`config.mk`:
```
export PLATFORM = sky130hd
export DESIGN_NAME = instr_fetch
export DESIGN_NICKNAME = d
export VERILOG_FILES = /design/src/rtl/ifetch_pkg.sv /design/src/rtl/fetch_wait_timer.sv /design/src/rtl/instr_fetch.sv
export SDC_FILE = /design/constraint.sdc
export NUM_CORES = 1
export LEC_CHECK = 0
export ABC_AREA = 1
export CORE_MARGIN = 2
export CORE_UTILIZATION = 46
export CTS_BUF_LIST = sky130_fd_sc_hd__clkbuf_2
export CTS_CLUSTER_SIZE = 8
export DETAILED_ROUTE_END_ITERATION = 8
export GPL_TIMING_DRIVEN = 0
export MAX_ROUTING_LAYER = met4
export PLACE_DENSITY = 0.93
export SLEW_MARGIN = 20
export SYNTH_ARGS = -nofsm -noshare
export SYNTH_HDL_FRONTEND = slang
export SYNTH_SLANG_ARGS = --single-unit
```
`constraint.sdc`:
```
create_clock -name Clock -period 1.8 [get_ports Clock]
set_input_delay 0.54 -clock Clock [delete_from_list [all_inputs] [get_ports Clock]]
set_output_delay 0.54 -clock Clock [all_outputs]
set_load 0.005 [all_outputs]
```
`src/rtl/ifetch_pkg.sv`:
```
// Shared types and constants for the instruction-fetch stage.
// State encoding, NOP word and the word-align helper.
package ifetch_pkg;

    typedef enum logic [1:0] {
        IDLE = 2'd0,
        REQ  = 2'd1,
        HOLD = 2'd2,
        DROP = 2'd3
    } fetch_state_t;

    localparam logic [31:0] NOP_INSTR       = 32'h0000_0000;
    localparam logic [31:0] WORD_ALIGN_MASK = 32'hFFFF_FFFC;

    function automatic logic [31:0] word_align(input logic [31:0] i_addr);
        return i_addr & WORD_ALIGN_MASK;
    endfunction

endpackage

```
`src/rtl/fetch_wait_timer.sv`:
```
// Saturating wait counter for an outstanding memory request.
// o_tc flags the last cycle allowed before timeout (count == MAX_WAIT-1).
module fetch_wait_timer #(
    parameter int MAX_WAIT = 15
) (
    input  logic i_clk,
    input  logic i_rst_n,
    input  logic i_clr,
    input  logic i_inc,
    output logic o_tc
);

    localparam int W = $clog2(MAX_WAIT + 1);
    localparam logic [W-1:0] TC_VAL  = W'(MAX_WAIT - 1);
    localparam logic [W-1:0] SAT_VAL = W'(MAX_WAIT);

    logic [W-1:0] r_cnt;

    always_ff @(posedge i_clk or negedge i_rst_n) begin
        if (!i_rst_n) begin
            r_cnt <= '0;
        end else if (i_clr) begin
            r_cnt <= '0;
        end else if (i_inc && (r_cnt != SAT_VAL)) begin
            r_cnt <= r_cnt + 1'b1;
        end
    end

    assign o_tc = (r_cnt == TC_VAL);

endmodule

```
`src/rtl/instr_fetch.sv`:
```
// Instruction-fetch stage: PC sample, req/ack memory read, hold for decode.
// Optional misaligned-PC fault when IFETCH_ALIGN_CHECK_EN is defined.
module instr_fetch
    import ifetch_pkg::*;
#(
    parameter int          MAX_WAIT    = 15,
    parameter logic [31:0] RESET_INSTR = NOP_INSTR
) (
    input  logic        Clock,
    input  logic        Reset_L,
    input  logic [31:0] PC,
    input  logic        Flush,
    output logic        MemReq,
    output logic [31:0] MemAddr,
    input  logic        MemAck,
    input  logic [31:0] MemData,
    output logic [31:0] Instr,
    output logic        InstrValid,
    input  logic        InstrReady,
    output logic        Stall,
    output logic        TimeoutErr,
    output logic        FetchFault
);

    fetch_state_t r_state, w_state_nx;
    logic         r_req, w_req_nx;
    logic [31:0]  r_addr, w_addr_nx;
    logic [31:0]  r_instr, w_instr_nx;
    logic         r_valid, w_valid_nx;
    logic         r_tmo, w_tmo_nx;
    logic         w_tc;
    logic         w_clr;
    logic         w_inc;
`ifdef IFETCH_ALIGN_CHECK_EN
    logic         r_fault, w_fault_nx;
`endif

    assign w_clr = (r_state == IDLE);
    assign w_inc = (r_state == REQ) || (r_state == DROP);

    fetch_wait_timer #(
        .MAX_WAIT (MAX_WAIT)
    ) u_timer (
        .i_clk   (Clock),
        .i_rst_n (Reset_L),
        .i_clr   (w_clr),
        .i_inc   (w_inc),
        .o_tc    (w_tc)
    );

    always_ff @(posedge Clock or negedge Reset_L) begin
        if (!Reset_L) begin
            r_state <= IDLE;
            r_req   <= 1'b0;
            r_addr  <= '0;
            r_instr <= RESET_INSTR;
            r_valid <= 1'b0;
            r_tmo   <= 1'b0;
`ifdef IFETCH_ALIGN_CHECK_EN
            r_fault <= 1'b0;
`endif
        end else begin
            r_state <= w_state_nx;
            r_req   <= w_req_nx;
            r_addr  <= w_addr_nx;
            r_instr <= w_instr_nx;
            r_valid <= w_valid_nx;
            r_tmo   <= w_tmo_nx;
`ifdef IFETCH_ALIGN_CHECK_EN
            r_fault <= w_fault_nx;
`endif
        end
    end

    always_comb begin
        w_state_nx = r_state;
        w_req_nx   = r_req;
        w_addr_nx  = r_addr;
        w_instr_nx = r_instr;
        w_valid_nx = r_valid;
        w_tmo_nx   = r_tmo;
`ifdef IFETCH_ALIGN_CHECK_EN
        w_fault_nx = r_fault;
`endif
        unique case (r_state)
            IDLE: begin
                if (!Flush) begin
`ifdef IFETCH_ALIGN_CHECK_EN
                    // A fault parks the stage in IDLE until reset.
                    if (r_fault || (PC[1:0] != 2'b00)) begin
                        w_fault_nx = 1'b1;
                    end else
`endif
                    begin
                        w_addr_nx  = word_align(PC);
                        w_req_nx   = 1'b1;
                        w_state_nx = REQ;
                    end
                end
            end
            REQ: begin
                if (MemAck && !Flush) begin
                    w_instr_nx = MemData;
                    w_valid_nx = 1'b1;
                    w_req_nx   = 1'b0;
                    w_state_nx = HOLD;
                end else if (MemAck) begin
                    w_req_nx   = 1'b0;
                    w_state_nx = IDLE;
                end else if (Flush) begin
                    w_state_nx = DROP;
                end else if (w_tc) begin
                    w_tmo_nx   = 1'b1;
                    w_req_nx   = 1'b0;
                    w_state_nx = IDLE;
                end
            end
            DROP: begin
                // Keep the handshake alive until memory answers, then discard.
                if (MemAck) begin
                    w_req_nx   = 1'b0;
                    w_state_nx = IDLE;
                end else if (w_tc) begin
                    w_tmo_nx   = 1'b1;
                    w_req_nx   = 1'b0;
                    w_state_nx = IDLE;
                end
            end
            HOLD: begin
                if (Flush) begin
                    w_valid_nx = 1'b0;
                    w_instr_nx = RESET_INSTR;
                    w_state_nx = IDLE;
                end else if (InstrReady) begin
                    w_valid_nx = 1'b0;
                    w_state_nx = IDLE;
                end
            end
            default: begin
                w_state_nx = IDLE;
            end
        endcase
    end

    assign MemReq     = r_req;
    assign MemAddr    = r_addr;
    assign Instr      = r_instr;
    assign InstrValid = r_valid;
    assign TimeoutErr = r_tmo;
    assign Stall      = !((r_state == HOLD) && InstrReady && !Flush);
`ifdef IFETCH_ALIGN_CHECK_EN
    assign FetchFault = r_fault;
`else
    assign FetchFault = 1'b0;
`endif

endmodule

```
==> results of run 1 <==
-- final cells by class --
cell class,count,area (sq um),share of cell area [%]
flip-flops and latches,71,1780,38.1
plain buffers,18,98.8,2.12
clock inverters,7,97.6,2.09
inverters,14,52.6,1.13
multi-input cells,244,1020,22.0
repair buffers,161,1470,31.6
well taps,77,96.3,2.06
clock buffers,9,45.0,0.965
-- timing repair --
action	in CTS	in global routing
buffers inserted	19	8
endpoints found under the setup margin	66	11
endpoints found under the hold margin	29	0
cloned	0	0
hold buffers	1	0
resized for setup	71	6
pin swaps	0	1
-- sequential cells by signal, summed over array words and instances, names as in the netlist --
name and cells:
MemReq 1, u_timer.r_cnt 4, MemAddr 30, TimeoutErr 1, Instr 32, InstrValid 1, r_state 2
-- layer usage --
metal | share of wire (%) | vias to the layer above | wire [microns] | global-route usage, %
met5 | 0 | - | 0 | -
met4 | 2.7 | 0 | 210 | 10.9
met2 | 52 | 84 | 4070 | 39.3
met3 | 4.4 | 19 | 346 | 3.36
met1 | 41 | 1310 | 3270 | 29.3
li1 | - | 1411 | - | -
-- worst paths after layout --
kind	endpoint	slack [ns]	depth (start not counted)
worst min-delay path	Instr[5]$_DFFE_PN0P_	0.49	2
min in group Clock	MemAddr[9]$_DFFE_PN0P_	0.49	2
worst max-delay path	Stall	-0.03	5
worst max register to register	Instr[17]$_DFFE_PN0P_	0.30	8
worst min register to register	MemAddr[9]$_DFFE_PN0P_	0.49	2
max in group asynchronous	MemAddr[12]$_DFFE_PN0P_	0.73	3
-- report_power, final --
| part | switching (mW) | leakage (nW) | internal [mW] | total, mW |
|---|---|---|---|---|
| sequential | 0.340 | 0.904 | 2.22 | 2.56 |
| clock | 0.573 | 0.0781 | 0.461 | 1.03 |
| combinational | 1.38 | 1.65 | 1.43 | 2.81 |
| total | 2.30 | 2.63 | 4.10 | 6.40 |
-- placed cells by master (no fill, tap or decap), types with 2 or more instances in the layout --
cell,Yosys,layout
inv_2,3,3
nand4_1,2,2
o21ai_0,3,3
buf_4,6,34
clkinv_4,0,2
dlygate4sd2_1,0,63
conb_1,1,3
buf_1,4,4
nand2_1,183,183
inv_1,11,11
clkdlybuf4s15_1,0,3
bufinv_16,0,2
clkinvlp_4,0,2
clkbuf_2,0,9
nand3_1,38,37
nand2_2,3,2
dfrtp_1,71,70
nor2_1,5,5
clkdlybuf4s50_1,0,64
buf_2,7,7
ha_1,2,2
-- through the flow --
| stage | utilization (%) | instance area, sq um | std cells |
|---|---|---|---|
| 6_report | 74.3 | 4670 | 601 |
| 5_1_grt | 74.3 | 4670 | 601 |
| 4_1_cts | 73.1 | 4590 | 593 |
| 3_5_place_dp | 69.7 | 4380 | 557 |
| 3_3_place_gp | 69.5 | 4360 | 556 |
| 2_1_floorplan | - | 2940 | 347 |
-- cell families after synthesis --
logic type	Yosys count	synth area share, %
and+or+nand+nor	233	32.2
DFF	71	60.5
buffers and inverters	32	5.16
AOI/OAI and AO/OA	6	1.11
adders and majority gates	2	0.852
other	1	0.128
-- worst max-delay path, stage by stage (launching register included) --
cell and delay [ns]:
dfrtp_1 0.44, inv_2 0.09, nand2_4 0.06, inv_2 0.06, nand3_2 0.06, buf_6 0.13
==> flow_summary.ini, run 1 <==
[synthesis]
syn_area_per_cell_sq_um = 8.51
ys_types = 20
synthTopCellsByArea = dfrtp_1, nand2_1, nand3_1
yosys_warnings = 0
synthArstFlopShare_pct = 100
synthMostInstantiatedCell = nand2_1
synth_area_sq_um = 2940
synth_top_flop_cell = dfrtp_1
synth_common_cells = nand2_1, dfrtp_1, nand3_1
synth_top_area_cell = dfrtp_1
synth_edf_count = 0
seq_area_frac_synth_pct = 60.5
synthCells = 345
synth-seq-cells = 71
yosysTopAreaCellShare_pct = 60.5

[timing]
rsz0062_at_grt = true
maxSlewViolCount = 0
finalHoldViolations = 0
tns_ns = -0.0321
worst_slack_ns = -0.0321
clock_skew_ns = 0.0155
finalCritPeriodShare_pct = 102
setup_viol = 1
period_needed_ns = 1.83
holdWs_ns = 0.491
max_clock_freq_mhz = 546

[drt]
first_pass_iters = 4
drtIter0Drc = 156
avgRoutedWirePerCell_microns = 13.2
antenna_left = 0
viasPerCell = 4.70
drcViolationCount = 0
num_vias = 2824
drt-total-wl_mm = 7.90

[global_routing]
grt_pass1_vias = 2759
grt_first_pass_wirelength_mm = 13.0
antenna_found_initial = 0
grt_max_degree = 43
gr-total-overflow = 0
grt_usage_pct = 23.8

[placement]
dp_slack_ns = -0.579
gp_congestion = 0.803
place_hpwl_mm = 5.65
port_buffers = 132

[clock_network]
cts_tree = done
cts.clk_slew.worst_paths_ns = 0.20
htreeDepth = 3
clk_path_buf_depth = 2
clock_sinks = 71
cts_inserted_buffers = 9
cts_root_buf = clkbuf_2
clk_latency_ns = 0.48

[critical_path]
start_kind = flop
rr_startpoint = r_state[1]$_DFFE_PN0P_
cp.required_ns = 1.26
cp.arrival_ns = 1.29
cp-end-kind = output pin
cp-startpoint = r_state[0]$_DFFE_PN0P_
critPathMaxFanout = 4
worstSetupPathType = flop to output pin

[run_status]
violations = setup timing
status = complete, but fails checks

[floorplan]
dieArea_sq_um = 7040
design.core.area_sq_um = 6280
initial_core_util_pct = 46.8
pin_count = 138
fp.dieH_microns = 83.9
dieWidth_microns = 83.9
core.rowCount = 29

[run]
drv_cap = 0

[final_layout]
fin_nets = 590
drive_gt1_share_pct = 13.0
antenna_cells = 0
syn_to_final_growth_pct = 59.0
n_fill_cell = 489

[min_path]
hold_class = input port to async pin

[pwr]
p_leak_nw = 2.63
peakVddDrop_mv = 0.844
power.total_mw = 6.40
powerDensity_nw_per_um2 = 1370
Note: power is estimated with default switching activity, not from simulation.
==> run 2, diff against run 1 <==
--- a/config.mk
+++ b/config.mk
@@ -9,7 +9,6 @@
 export CORE_MARGIN = 2
 export CORE_UTILIZATION = 46
 export CTS_BUF_LIST = sky130_fd_sc_hd__clkbuf_2
-export CTS_CLUSTER_SIZE = 8
 export DETAILED_ROUTE_END_ITERATION = 8
 export GPL_TIMING_DRIVEN = 0
 export MAX_ROUTING_LAYER = met4
==> results of run 2 <==
No change in the layout: final DEF, timing and power equal those of run 1.
